`config.mk`:
```
export PLATFORM = sky130hd
export DESIGN_NAME = grid_path_walker_flat
export DESIGN_NICKNAME = d
export VERILOG_FILES = /design/src/rtl/grid_path_walker_pkg.sv /design/src/rtl/grid_path_walker_if.sv /design/src/rtl/grid_path_walker_sat_add.sv /design/src/rtl/grid_path_walker.sv /design/src/flat_wrapper.sv
export SDC_FILE = /design/constraint.sdc
export NUM_CORES = 1
export LEC_CHECK = 0
export CORE_MARGIN = 2
export CORE_UTILIZATION = 27
export CTS_BUF_LIST = sky130_fd_sc_hd__clkbuf_16
export DETAILED_ROUTE_END_ITERATION = 12
export DONT_BUFFER_PORTS = 1
export SLEW_MARGIN = 20
export SYNTH_ARGS = -nofsm -noshare
export SYNTH_HDL_FRONTEND = slang
export SYNTH_SLANG_ARGS = --single-unit
```
`constraint.sdc`:
```
create_clock -name clk -period 5.1 [get_ports clk]
set_input_delay 0.255 -clock clk [delete_from_list [all_inputs] [get_ports clk]]
set_output_delay 0.255 -clock clk [all_outputs]
set_load 0.005 [all_outputs]
```
`src/rtl/grid_path_walker_pkg.sv`:
```
// Shared definitions for the grid path walker: move codes, FSM states and
// a width helper that keeps single-row/column grids at one index bit.
package grid_walk_pkg;

    localparam int MV_RIGHT = 1;
    localparam int MV_UP    = 2;
    localparam int MV_LEFT  = 3;
    localparam int MV_DOWN  = 4;

    typedef enum logic [2:0] {
        ST_IDLE,
        ST_LEN_REQ,
        ST_LEN_WAIT,
        ST_WALK,
        ST_DONE
    } state_t;

    function automatic int idx_w(input int n);
        return (n <= 1) ? 1 : $clog2(n);
    endfunction

endpackage

```
`src/rtl/grid_path_walker_if.sv`:
```
// Host/program-memory bus of the grid path walker; master is the walker side.
interface grid_path_walker_if
    import grid_walk_pkg::*;
#(
    parameter int ROWS = 3,
    parameter int COLS = 3,
    parameter int DW   = 5,
    parameter int AW   = 5,
    parameter int WW   = 5,
    parameter int SW   = 8
);
    localparam int IW = idx_w(ROWS * COLS);
    localparam int RW = idx_w(ROWS);
    localparam int CW = idx_w(COLS);

    logic                 start;
    logic [DW-1:0]        data;
    logic                 en;
    logic [AW-1:0]        addr;
    logic                 wcfg_we;
    logic [IW-1:0]        wcfg_idx;
    logic signed [WW-1:0] wcfg_val;
    logic                 busy;
    logic                 fin;
    logic signed [SW-1:0] result;
    logic [RW-1:0]        pos_row;
    logic [CW-1:0]        pos_col;
    logic [AW-1:0]        bumps;

    modport master (
        input  start, data, wcfg_we, wcfg_idx, wcfg_val,
        output en, addr, busy, fin, result, pos_row, pos_col, bumps
    );

    modport slave (
        output start, data, wcfg_we, wcfg_idx, wcfg_val,
        input  en, addr, busy, fin, result, pos_row, pos_col, bumps
    );

endinterface

```
`src/rtl/grid_path_walker_sat_add.sv`:
```
// Signed SW-bit adder that either wraps or clamps to the signed range.
module gw_sat_add #(
    parameter int SW  = 8,
    parameter int SAT = 0
) (
    input  logic signed [SW-1:0] i_a,
    input  logic signed [SW-1:0] i_b,
    output logic signed [SW-1:0] o_y
);

    function automatic logic signed [SW-1:0] sat_add(input logic signed [SW-1:0] a,
                                                      input logic signed [SW-1:0] b);
        logic signed [SW:0] s;
        s = {a[SW-1], a} + {b[SW-1], b};
        // Overflow shows up as disagreement between the guard bit and the sign bit.
        if ((SAT != 0) && (s[SW] != s[SW-1]))
            return s[SW] ? {1'b1, {(SW-1){1'b0}}} : {1'b0, {(SW-1){1'b1}}};
        return s[SW-1:0];
    endfunction

    assign o_y = sat_add(i_a, i_b);

endmodule

```
`src/rtl/grid_path_walker.sv`:
```
// Grid path walker: fetches a move program from synchronous-read memory and
// accumulates the signed cell weights along the walked path.
module grid_path_walker
    import grid_walk_pkg::*;
#(
    parameter int ROWS    = 3,
    parameter int COLS    = 3,
    parameter int DW      = 5,
    parameter int AW      = 5,
    parameter int WW      = 5,
    parameter int SW      = 8,
    parameter int START_R = 1,
    parameter int START_C = 1,
    parameter int SAT     = 0
) (
    input  logic               clk,
    input  logic               rst,
    grid_path_walker_if.master bus
);
    localparam int NCELL   = ROWS * COLS;
    localparam int IW      = idx_w(NCELL);
    localparam int RW      = idx_w(ROWS);
    localparam int CW      = idx_w(COLS);
    localparam int LEN_MAX = (1 << AW) - 1;

    state_t               r_state, w_next;
    logic                 r_en, r_busy, r_fin, r_dv;
    logic [AW-1:0]        r_addr, r_len, r_bumps, w_len;
    logic signed [SW-1:0] r_acc, r_result, w_wext, w_sum;
    logic [RW-1:0]        r_row, w_row;
    logic [CW-1:0]        r_col, w_col;
    logic signed [WW-1:0] r_wgt [NCELL];
    logic [DW-1:0]        w_data;
    logic [IW-1:0]        w_cell;
    logic                 w_blocked, w_load_start, w_take_len, w_issue, w_consume, w_finish;

    assign w_data = bus.data;
    assign w_len  = (int'(w_data) > LEN_MAX) ? AW'(LEN_MAX) : AW'(w_data);

    // Candidate position for the move word on the data bus; off-grid moves stay put.
    always_comb begin
        w_row     = r_row;
        w_col     = r_col;
        w_blocked = 1'b0;
        case (int'(w_data))
            MV_RIGHT: if (int'(r_col) + 1 >= COLS) w_blocked = 1'b1;
                      else w_col = r_col + CW'(1);
            MV_UP:    if (r_row == '0) w_blocked = 1'b1;
                      else w_row = r_row - RW'(1);
            MV_LEFT:  if (r_col == '0) w_blocked = 1'b1;
                      else w_col = r_col - CW'(1);
            MV_DOWN:  if (int'(r_row) + 1 >= ROWS) w_blocked = 1'b1;
                      else w_row = r_row + RW'(1);
            default:  ;
        endcase
    end

    assign w_cell = IW'(int'(w_row) * COLS + int'(w_col));
    assign w_wext = SW'(r_wgt[w_cell]);

    gw_sat_add #(.SW(SW), .SAT(SAT)) u_add (
        .i_a (r_acc),
        .i_b (w_wext),
        .o_y (w_sum)
    );

    always_ff @(posedge clk or posedge rst) begin
        if (rst) r_state <= ST_IDLE;
        else     r_state <= w_next;
    end

    always_comb begin
        w_next       = r_state;
        w_load_start = 1'b0;
        w_take_len   = 1'b0;
        w_issue      = 1'b0;
        w_consume    = 1'b0;
        w_finish     = 1'b0;
        case (r_state)
            ST_IDLE: if (bus.start) begin
                w_next       = ST_LEN_REQ;
                w_load_start = 1'b1;
            end
            ST_LEN_REQ: w_next = ST_LEN_WAIT;
            ST_LEN_WAIT: begin
                w_take_len = 1'b1;
                if (w_len == '0) begin
                    w_next   = ST_IDLE;
                    w_finish = 1'b1;
                end else begin
                    w_next  = ST_WALK;
                    w_issue = 1'b1;
                end
            end
            // Data for the address issued last cycle is on the bus whenever r_dv is set.
            ST_WALK: begin
                w_consume = r_dv;
                if (r_addr == r_len) w_next = ST_DONE;
                else                 w_issue = 1'b1;
            end
            ST_DONE: begin
                w_consume = r_dv;
                w_finish  = 1'b1;
                w_next    = ST_IDLE;
            end
            default: w_next = ST_IDLE;
        endcase
    end

    always_ff @(posedge clk or posedge rst) begin
        if (rst) begin
            r_en     <= 1'b0;
            r_dv     <= 1'b0;
            r_addr   <= '0;
            r_len    <= '0;
            r_busy   <= 1'b0;
            r_fin    <= 1'b0;
            r_acc    <= '0;
            r_result <= '0;
            r_bumps  <= '0;
            r_row    <= RW'(START_R);
            r_col    <= CW'(START_C);
            for (int i = 0; i < NCELL; i++) r_wgt[i] <= '0;
        end else begin
            r_en  <= w_load_start | w_issue;
            r_dv  <= r_en;
            r_fin <= w_finish;
            if (w_load_start) begin
                r_addr  <= '0;
                r_busy  <= 1'b1;
                r_acc   <= '0;
                r_bumps <= '0;
                r_row   <= RW'(START_R);
                r_col   <= CW'(START_C);
            end
            if (w_take_len) r_len  <= w_len;
            if (w_issue)    r_addr <= r_addr + AW'(1);
            if (w_consume) begin
                r_row <= w_row;
                r_col <= w_col;
                r_acc <= w_sum;
                if (w_blocked && (r_bumps != '1)) r_bumps <= r_bumps + AW'(1);
            end
            if (w_finish) begin
                r_busy   <= 1'b0;
                r_result <= w_consume ? w_sum : r_acc;
            end
            if (!r_busy && bus.wcfg_we && (int'(bus.wcfg_idx) < NCELL))
                r_wgt[bus.wcfg_idx] <= bus.wcfg_val;
        end
    end

    assign bus.en      = r_en;
    assign bus.addr    = r_addr;
    assign bus.busy    = r_busy;
    assign bus.fin     = r_fin;
    assign bus.result  = r_result;
    assign bus.pos_row = r_row;
    assign bus.pos_col = r_col;
    assign bus.bumps   = r_bumps;

endmodule

```
`src/flat_wrapper.sv`:
```
// flat-port wrapper written by rule: the top's interface ports become plain ports
module grid_path_walker_flat import grid_walk_pkg::*;
#(
    parameter int ROWS    = 3,
    parameter int COLS    = 3,
    parameter int DW      = 5,
    parameter int AW      = 5,
    parameter int WW      = 5,
    parameter int SW      = 8,
    parameter int START_R = 1,
    parameter int START_C = 1,
    parameter int SAT     = 0
)
  (clk, rst, bus_start, bus_data, bus_wcfg_we, bus_wcfg_idx, bus_wcfg_val, bus_en, bus_addr, bus_busy, bus_fin, bus_result, bus_pos_row, bus_pos_col, bus_bumps);
  grid_path_walker_if #(.ROWS(ROWS), .COLS(COLS), .DW(DW), .AW(AW), .WW(WW), .SW(SW)) bus_i ();
  input  logic clk;
  input  logic rst;
  input wire logic [$bits(bus_i.start)-1:0] bus_start;
  input wire logic [$bits(bus_i.data)-1:0] bus_data;
  input wire logic [$bits(bus_i.wcfg_we)-1:0] bus_wcfg_we;
  input wire logic [$bits(bus_i.wcfg_idx)-1:0] bus_wcfg_idx;
  input wire logic [$bits(bus_i.wcfg_val)-1:0] bus_wcfg_val;
  output wire logic [$bits(bus_i.en)-1:0] bus_en;
  output wire logic [$bits(bus_i.addr)-1:0] bus_addr;
  output wire logic [$bits(bus_i.busy)-1:0] bus_busy;
  output wire logic [$bits(bus_i.fin)-1:0] bus_fin;
  output wire logic [$bits(bus_i.result)-1:0] bus_result;
  output wire logic [$bits(bus_i.pos_row)-1:0] bus_pos_row;
  output wire logic [$bits(bus_i.pos_col)-1:0] bus_pos_col;
  output wire logic [$bits(bus_i.bumps)-1:0] bus_bumps;
  assign bus_i.start = bus_start;
  assign bus_i.data = bus_data;
  assign bus_i.wcfg_we = bus_wcfg_we;
  assign bus_i.wcfg_idx = bus_wcfg_idx;
  assign bus_i.wcfg_val = bus_wcfg_val;
  assign bus_en = bus_i.en;
  assign bus_addr = bus_i.addr;
  assign bus_busy = bus_i.busy;
  assign bus_fin = bus_i.fin;
  assign bus_result = bus_i.result;
  assign bus_pos_row = bus_i.pos_row;
  assign bus_pos_col = bus_i.pos_col;
  assign bus_bumps = bus_i.bumps;
  grid_path_walker #(.ROWS(ROWS), .COLS(COLS), .DW(DW), .AW(AW), .WW(WW), .SW(SW), .START_R(START_R), .START_C(START_C), .SAT(SAT)) u_core (.clk(clk), .rst(rst), .bus(bus_i));
endmodule
```
Word-level counts from Yosys, hierarchy flattened
Index checks and enable logic that the tools add are counted.
{"block": "word_totals", "reg_bits": 87, "out_inout_bits": 25}
{"block": "classes", "mul": 1, "n_bitwise": 3, "reduce_logical": 14, "order_cmp": 6, "n_addsub": 10, "eq_ne": 12, "muxes": 43}
{"operator": "$ge A32 B3 Y1 const B", "count": 2}
{"operator": "$bwmux W45", "count": 1}
{"operator": "$mux W5", "count": 8}
{"operator": "$mux W8", "count": 3}
{"operator": "$bmux W5 S4", "count": 1}
{"operator": "$demux W5 S4", "count": 1}
{"operator": "$mux W2", "count": 8}
{"operator": "$mux W1", "count": 13}
{"operator": "$pmux W3 S4", "count": 1}
{"operator": "$add A5 B1 Y5 const B", "count": 2}
{"operator": "$eq A5 B2 Y1 const B", "count": 2}
{"operator": "$ge A5 B5 Y1 const B", "count": 2}
{"operator": "$not A4 Y5", "count": 2}
{"operator": "$add A8 B5 Y8", "count": 1}
{"operator": "$pmux W2 S2", "count": 2}
{"operator": "$add A2 B1 Y3 const B", "count": 2}
{"operator": "$eq A3 B2 Y1 const B", "count": 2}
{"operator": "$mux W3", "count": 2}
{"operator": "$reduce_bool A2 Y1", "count": 3}
{"operator": "$eq A5 B1 Y1 const B", "count": 1}
{"operator": "$eq A5 B3 Y1 const B", "count": 1}
{"operator": "$eq A5 B5 Y1", "count": 1}
{"operator": "$logic_not A5 Y1", "count": 1}
{"operator": "$lt A5 B1 Y1 const B", "count": 1}
{"operator": "other kinds (19)", "count": 26}

Logic depth before layout (Yosys ltp)
{"block": "logic_depth", "depth_word": 12, "depth_mapped": 24, "mapped_depth_nobuf": 23}

Modules after synthesis
From an unflattened synthesis, not the netlist that was laid out.
{"block": "hier_totals", "cells_unflattened": 393, "area_unflattened_um2": 4715.8}
{"mod": "grid_path_walker", "seq_area_each_um2": 2179.6, "instances": 1, "cells_each": 351, "area_each_um2": 4384.2}
{"mod": "gw_sat_add", "seq_area_each_um2": 0.0, "instances": 1, "cells_each": 42, "area_each_um2": 331.6}

Least setup slack after synthesis
No wires, ideal clock.
{"block": "synth_path", "path_kind": "register to register", "startpoint": "register u_core.r_row[0] (netlist: u_core.bus.pos_row[0])", "endpoint": "register u_core.r_acc[7]", "period_less_slack_ns": 5.322, "arrival_ns": 5.235, "t_required_ns": 5.013, "path_stages_with_launch": 23, "path_buffers": 1, "setup_slack_ns": -0.222, "path_cell_list": "dfstp_2 > inv_1 > ha_1 > nor2b_1 > a22o_1 > nand2_1 > o211ai_1 > inv_1 > fa_1 > inv_1 > ha_1 > inv_1 > fa_1 > buf_2 > nor4b_1 > a22o_4 > ha_1 > and2_1 > a221oi_1 > a21o_1 > a21oi_1 > or4_1 > o211ai_1"}
{"block": "synth_between", "elab_chain_len": 12, "word_cells_on_any_way": 16, "classes_between": "add/sub (5); mul (1); order compare (1); mux (7); bitwise (1); reduce/logical (1)"}
{"element": "start: declaration", "line_no": "grid_path_walker.sv:30", "source": "logic [RW-1:0] r_row, w_row;"}
{"element": "start signal: assignment", "line_no": "grid_path_walker.sv:121", "source": "r_row <= RW'(START_R);"}
{"element": "start signal: assignment", "line_no": "grid_path_walker.sv:133", "source": "r_row <= RW'(START_R);"}
{"element": "start signal: assignment", "line_no": "grid_path_walker.sv:139", "source": "r_row <= w_row;"}
{"element": "$add A2 B1 Y3", "line_no": "grid_path_walker.sv:52", "source": "MV_DOWN: if (int'(r_row) + 1 >= ROWS) w_blocked = 1'b1;"}
{"element": "$ge A32 B3 Y1", "line_no": "grid_path_walker.sv:52"}
{"element": "$mux W2", "line_no": "grid_path_walker.sv:52"}
{"element": "$pmux W2 S2 *", "line_no": "grid_path_walker.sv:45", "source": "case (int'(w_data))"}
{"element": "$mul A2 B2 Y4 *", "line_no": "grid_path_walker.sv:58", "source": "assign w_cell = IW'(int'(w_row) * COLS + int'(w_col));"}
{"element": "$add A4 B3 Y4 *", "line_no": "grid_path_walker.sv:58"}
{"element": "$not A4 Y5 (implied by the code) *", "line_no": "grid_path_walker.sv:59", "source": "assign w_wext = SW'(r_wgt[w_cell]);"}
{"element": "$bmux W5 S4 *", "line_no": "grid_path_walker.sv:59"}
{"element": "$mux W5 (implied by the code) * (2 in series)", "line_no": "grid_path_walker.sv:59"}
{"element": "$add A8 B5 Y8 *", "line_no": "grid_path_walker_sat_add.sv:14", "source": "s = {a[SW-1], a} + {b[SW-1], b};"}
{"element": "$mux W8 *", "line_no": "grid_path_walker.sv:138", "source": "if (w_consume) begin"}
{"element": "end signal: assignment", "line_no": "grid_path_walker.sv:141", "source": "r_acc <= w_sum;"}
{"element": "end: declaration", "line_no": "grid_path_walker.sv:29", "source": "logic signed [SW-1:0] r_acc, r_result, w_wext, w_sum;"}
Mark *: on every way between the ends. The rest lies on a longest branch, timed or not. The select of a mux whose other input is x is not followed.
A chain may end at the register's enable or synchronous reset.

Final worst setup path
Same ends and word-level chain as after synthesis.

==> impl_metrics.yaml <==
setup_path:
  reg2reg_depth: 23
  start_kind: "flop"
  r2r-end: "u_core.r_acc[7]$_DFFE_PP0P_"
  crit_fanout: 6
  crit_arrival_ns: 5.48
  required_ns: 5.37
  cp-end-kind: "flop"
  crit_type: "reg -> reg"
  reg2reg_from: "u_core.bus.pos_row[0]$_DFFE_PP1P_"
  rrSetupSlack_ns: -0.11
timing:
  maxSlewHeadroom_pct: 41.6
  final_hold_viol_count: 10
  fmax_mhz: 192
  finalSetupViolCount: 3
  period_needed_ns: 5.21
  tightest_slew_ns: 0.870
  slew_viol_final: 0
  holdWs_ns: -0.0168
  fin_skew_ns: 0.00764
  post-route-period-util_pct: 102
  timing.final.ws_setup_ns: -0.111
  rsz0062_at_grt: "true"
grt:
  track_usage_pct: 12.6
  grt_pass1_wl_um: 17800
  grt_max_degree: 88
  antenna_found_initial: 0
  grt-ovfl-total: 0
  grt_pass1_vias: 3411
synth:
  ys_warn_count: 0
  ys_ff_latch: 87
  synthesis.area_um2: 4640
  ys_async_sr_fraction_pct: 100
  synth-edff-count: 0
  yosysSeqAreaShare_pct: 47.0
  ys.flop_type: "dfrtp_1"
  syn_area_per_cell_um2: 11.7
  synth_fp_nets: 438
  syn_inst: 396
  synth_cell_type_count: 52
floorplanning:
  coreArea_um2: 16700
  start_util_pct: 27.8
  dieArea_um2: 18200
  die_h_um: 135
  rows: 47
  die_w_um: 135
  io-pin-count: 43
routing:
  met2_length_um: 5580
  firstDrtPassIters: 6
  vias: 3216
  via_per_inst: 4.92
  antenna_left: 0
  top_layer: "met4"
  wire_per_inst_um: 16.5
  drc: 0
  first_iter_violations: 103
  drt-total-wl_um: 10800
  wl_met1_um: 4550
  met3_length_um: 473
clock_tree:
  cts_tree: "done"
  root_buffer: "clkbuf_16"
  numCtsBuffers: 9
  htreeDepth: 3
  max-clock-path-buffers: 2
  clk_pin_slew_ns: 0.07
  insertion_delay_ns: 0.35
  clock-sinks: 87
  cts_hold_buffers: 0
power_and_ir_drop:
  netSwitchingPower_mw: 1.45
  max-vdd-ir-drop_uv: 228
  power_mw: 3.94
  p_sw_share_pct: 36.8
  power.leakage_nw: 2.50
  cellPowerDensity_nw_per_um2: 709
  seq_power_share_pct: 29.5
  clockPowerShare_pct: 17.2
  power.internal_mw: 2.49
  combPwrFrac_pct: 53.3
run:
  maxCapViolations: 0
outcome:
  violations: "hold timing, setup timing"
  status: "finished, violations left"
final_layout:
  syn_to_final_growth_pct: 19.7
  nFillCells: 1706
  final_util_pct: 33.2
  finalNetCount: 470
  layout-drive-gt1-share_pct: 31.9
  n_antenna_cell: 0
  final_cells: 653
placement:
  gp_congestion: 0.756
  dp_hpwl_um: 7550
  dpl.cell_count: 631
  pre_cts_ws_ns: -0.200
  numPortBuffers: 0
hold_path:
  hold_path_class: "in -> async"
## metal layers
layer,vias to the layer above,GRT usage (%)
li1,1507,-
met1,1638,15.0
met2,56,22.0
met3,15,3.42
met4,0,4.11
met5,-,0
## cell usage in the layout, fill, tap and decap left out, types with 3 or more instances in the layout
cell type and count:
mux4_2 4, nor2_1 18, mux2_2 53, ha_4 3
nand2b_1 3, buf_6 4, and3_1 4, nand3_1 12
clkbuf_16 9, xnor2_1 8, mux4_1 6, nor3b_1 4
a21o_1 4, mux2i_1 4, a21oi_1 12, dfrtp_1 84
nand2_1 37, nor4b_2 3, a22o_1 5, nor2b_1 11
ha_1 17, o21ai_0 16, o211ai_1 4, a31oi_1 6
a21oi_2 4, buf_4 29, nor3_1 4, inv_1 15
## worst max-delay path by stage
stage / slack [ns] / endpoint / cells past startpoint / startpoint
final: -0.11 / u_core.r_acc[7]$_DFFE_PP0P_ / 23 / u_core.bus.pos_row[0]$_DFFE_PP1P_
after floorplan: 0.02 / u_core.r_acc[7]$_DFFE_PP0P_ / 23 / u_core.bus.pos_row[0]$_DFFE_PP1P_
after detailed placement: -0.20 / u_core.bus.result[7]$_DFFE_PP0P_ / 23 / u_core.bus.pos_row[0]$_DFFE_PP1P_
after global placement: -0.04 / u_core.bus.result[6]$_DFFE_PP0P_ / 24 / u_core.bus.pos_row[0]$_DFFE_PP1P_
after CTS: -0.09 / u_core.bus.result[7]$_DFFE_PP0P_ / 23 / u_core.bus.pos_row[0]$_DFFE_PP1P_
after global routing: -0.38 / u_core.r_acc[7]$_DFFE_PP0P_ / 23 / u_core.bus.pos_row[0]$_DFFE_PP1P_
## power groups by stage
stage | Combinational (mW) | Clock (mW) | Sequential [mW]
after floorplan | 1.35 | 0 | 1.08
after global placement | 1.74 | 0 | 1.16
after detailed placement | 1.81 | 0 | 1.17
after CTS | 2.05 | 0.694 | 1.17
after global routing | 2.30 | 0.728 | 1.20
final | 2.10 | 0.676 | 1.16
## cell families (layout without fill, tap and decap cells)
group | after synthesis | count (layout) | share of synthesized area (%)
AOI/OAI and AO/OA | 68 | 68 | 9.55
and+or+nand+nor | 111 | 111 | 12.5
DFF | 87 | 87 | 47.0
xor gates and xnor gates | 8 | 8 | 1.51
adders and majority gates | 24 | 24 | 6.96
muxes | 69 | 69 | 19.9
buffers and inverters | 29 | 66 | 2.54
## layout make-up
type / instances / area (um2) / share of cell area, %
multi-input cells: 280 / 2460 / 44.4
repair buffers: 33 / 263 / 4.74
flip-flops and latches: 87 / 2180 / 39.3
clock inverters: 7 / 78.8 / 1.42
inverters: 17 / 65.1 / 1.17
clock buffers: 9 / 225 / 4.06
well taps: 220 / 275 / 4.96
## flip-flops by register name, indices dropped and copies added (netlist names)
| name | flops |
|---|---|
| u_core.bus.addr | 5 |
| u_core.bus.bumps | 5 |
| u_core.bus.busy | 1 |
| u_core.bus.en | 1 |
| u_core.bus.fin | 1 |
| u_core.bus.pos_col | 2 |
| u_core.bus.pos_row | 2 |
| u_core.bus.result | 8 |
| u_core.r_acc | 8 |
| u_core.r_dv | 1 |
| u_core.r_len | 5 |
| u_core.r_state | 3 |
| u_core.r_wgt | 45 |
## through the flow
stage / area (um2) / TNS, ns
after floorplan: 4660 / 0
after global placement: 5090 / -0.0836
after detailed placement: 5090 / -0.598
after CTS: 5510 / -0.264
after global routing: 5550 / -1.48
final: 5550 / -0.250
## synth_stat cells, types with 3 or more instances
master | number | area [um2]
nor3_1 | 4 | 20.0
xnor2_1 | 8 | 70.1
a31oi_1 | 6 | 37.5
nor2_1 | 18 | 67.6
nand2b_1 | 3 | 18.8
mux2i_1 | 4 | 40.0
nor2b_1 | 12 | 75.1
a22o_1 | 5 | 43.8
mux2_2 | 54 | 608
o21ai_0 | 18 | 90.1
dfrtp_1 | 85 | 2130
clkbuf_1 | 10 | 37.5
mux4_1 | 9 | 236
a21oi_1 | 15 | 75.1
and3_1 | 4 | 25.0
ha_1 | 21 | 263
a21o_1 | 4 | 30.0
nor4b_1 | 3 | 26.3
nand3_1 | 13 | 65.1
nand2_1 | 37 | 139
nor3b_1 | 4 | 30.0
o211ai_1 | 4 | 30.0
a2111oi_0 | 3 | 26.3
fa_1 | 3 | 60.1
inv_1 | 17 | 63.8
## worst max-delay path, stage by stage (launching register included)
cell      delay (ns)
dfstp_2         0.55
inv_2           0.06
ha_4            0.16
nor2b_4         0.11
a22o_1          0.17
nand2_1         0.06
o211ai_1        0.10
inv_1           0.11
fa_1            0.41
inv_1           0.08
ha_2            0.17
inv_2           0.04
fa_2            0.56
buf_6           0.14
mux4_2          0.30
mux2_4          0.29
a22o_1          0.18
ha_1            0.29
and2_4          0.18
a221oi_4        0.29
a21o_1          0.30
a21oi_2         0.09
or4_1           0.41
o211ai_1        0.09
## timing repair
item / 4_1_cts / 5_1_grt
gates cloned: 1 / 0
pin swaps: 18 / 7
endpoints found under the setup margin: 5 / 8
resized for setup: 24 / 7
buffers inserted: 4 / 1
Power figures use the tool's default switching activity.
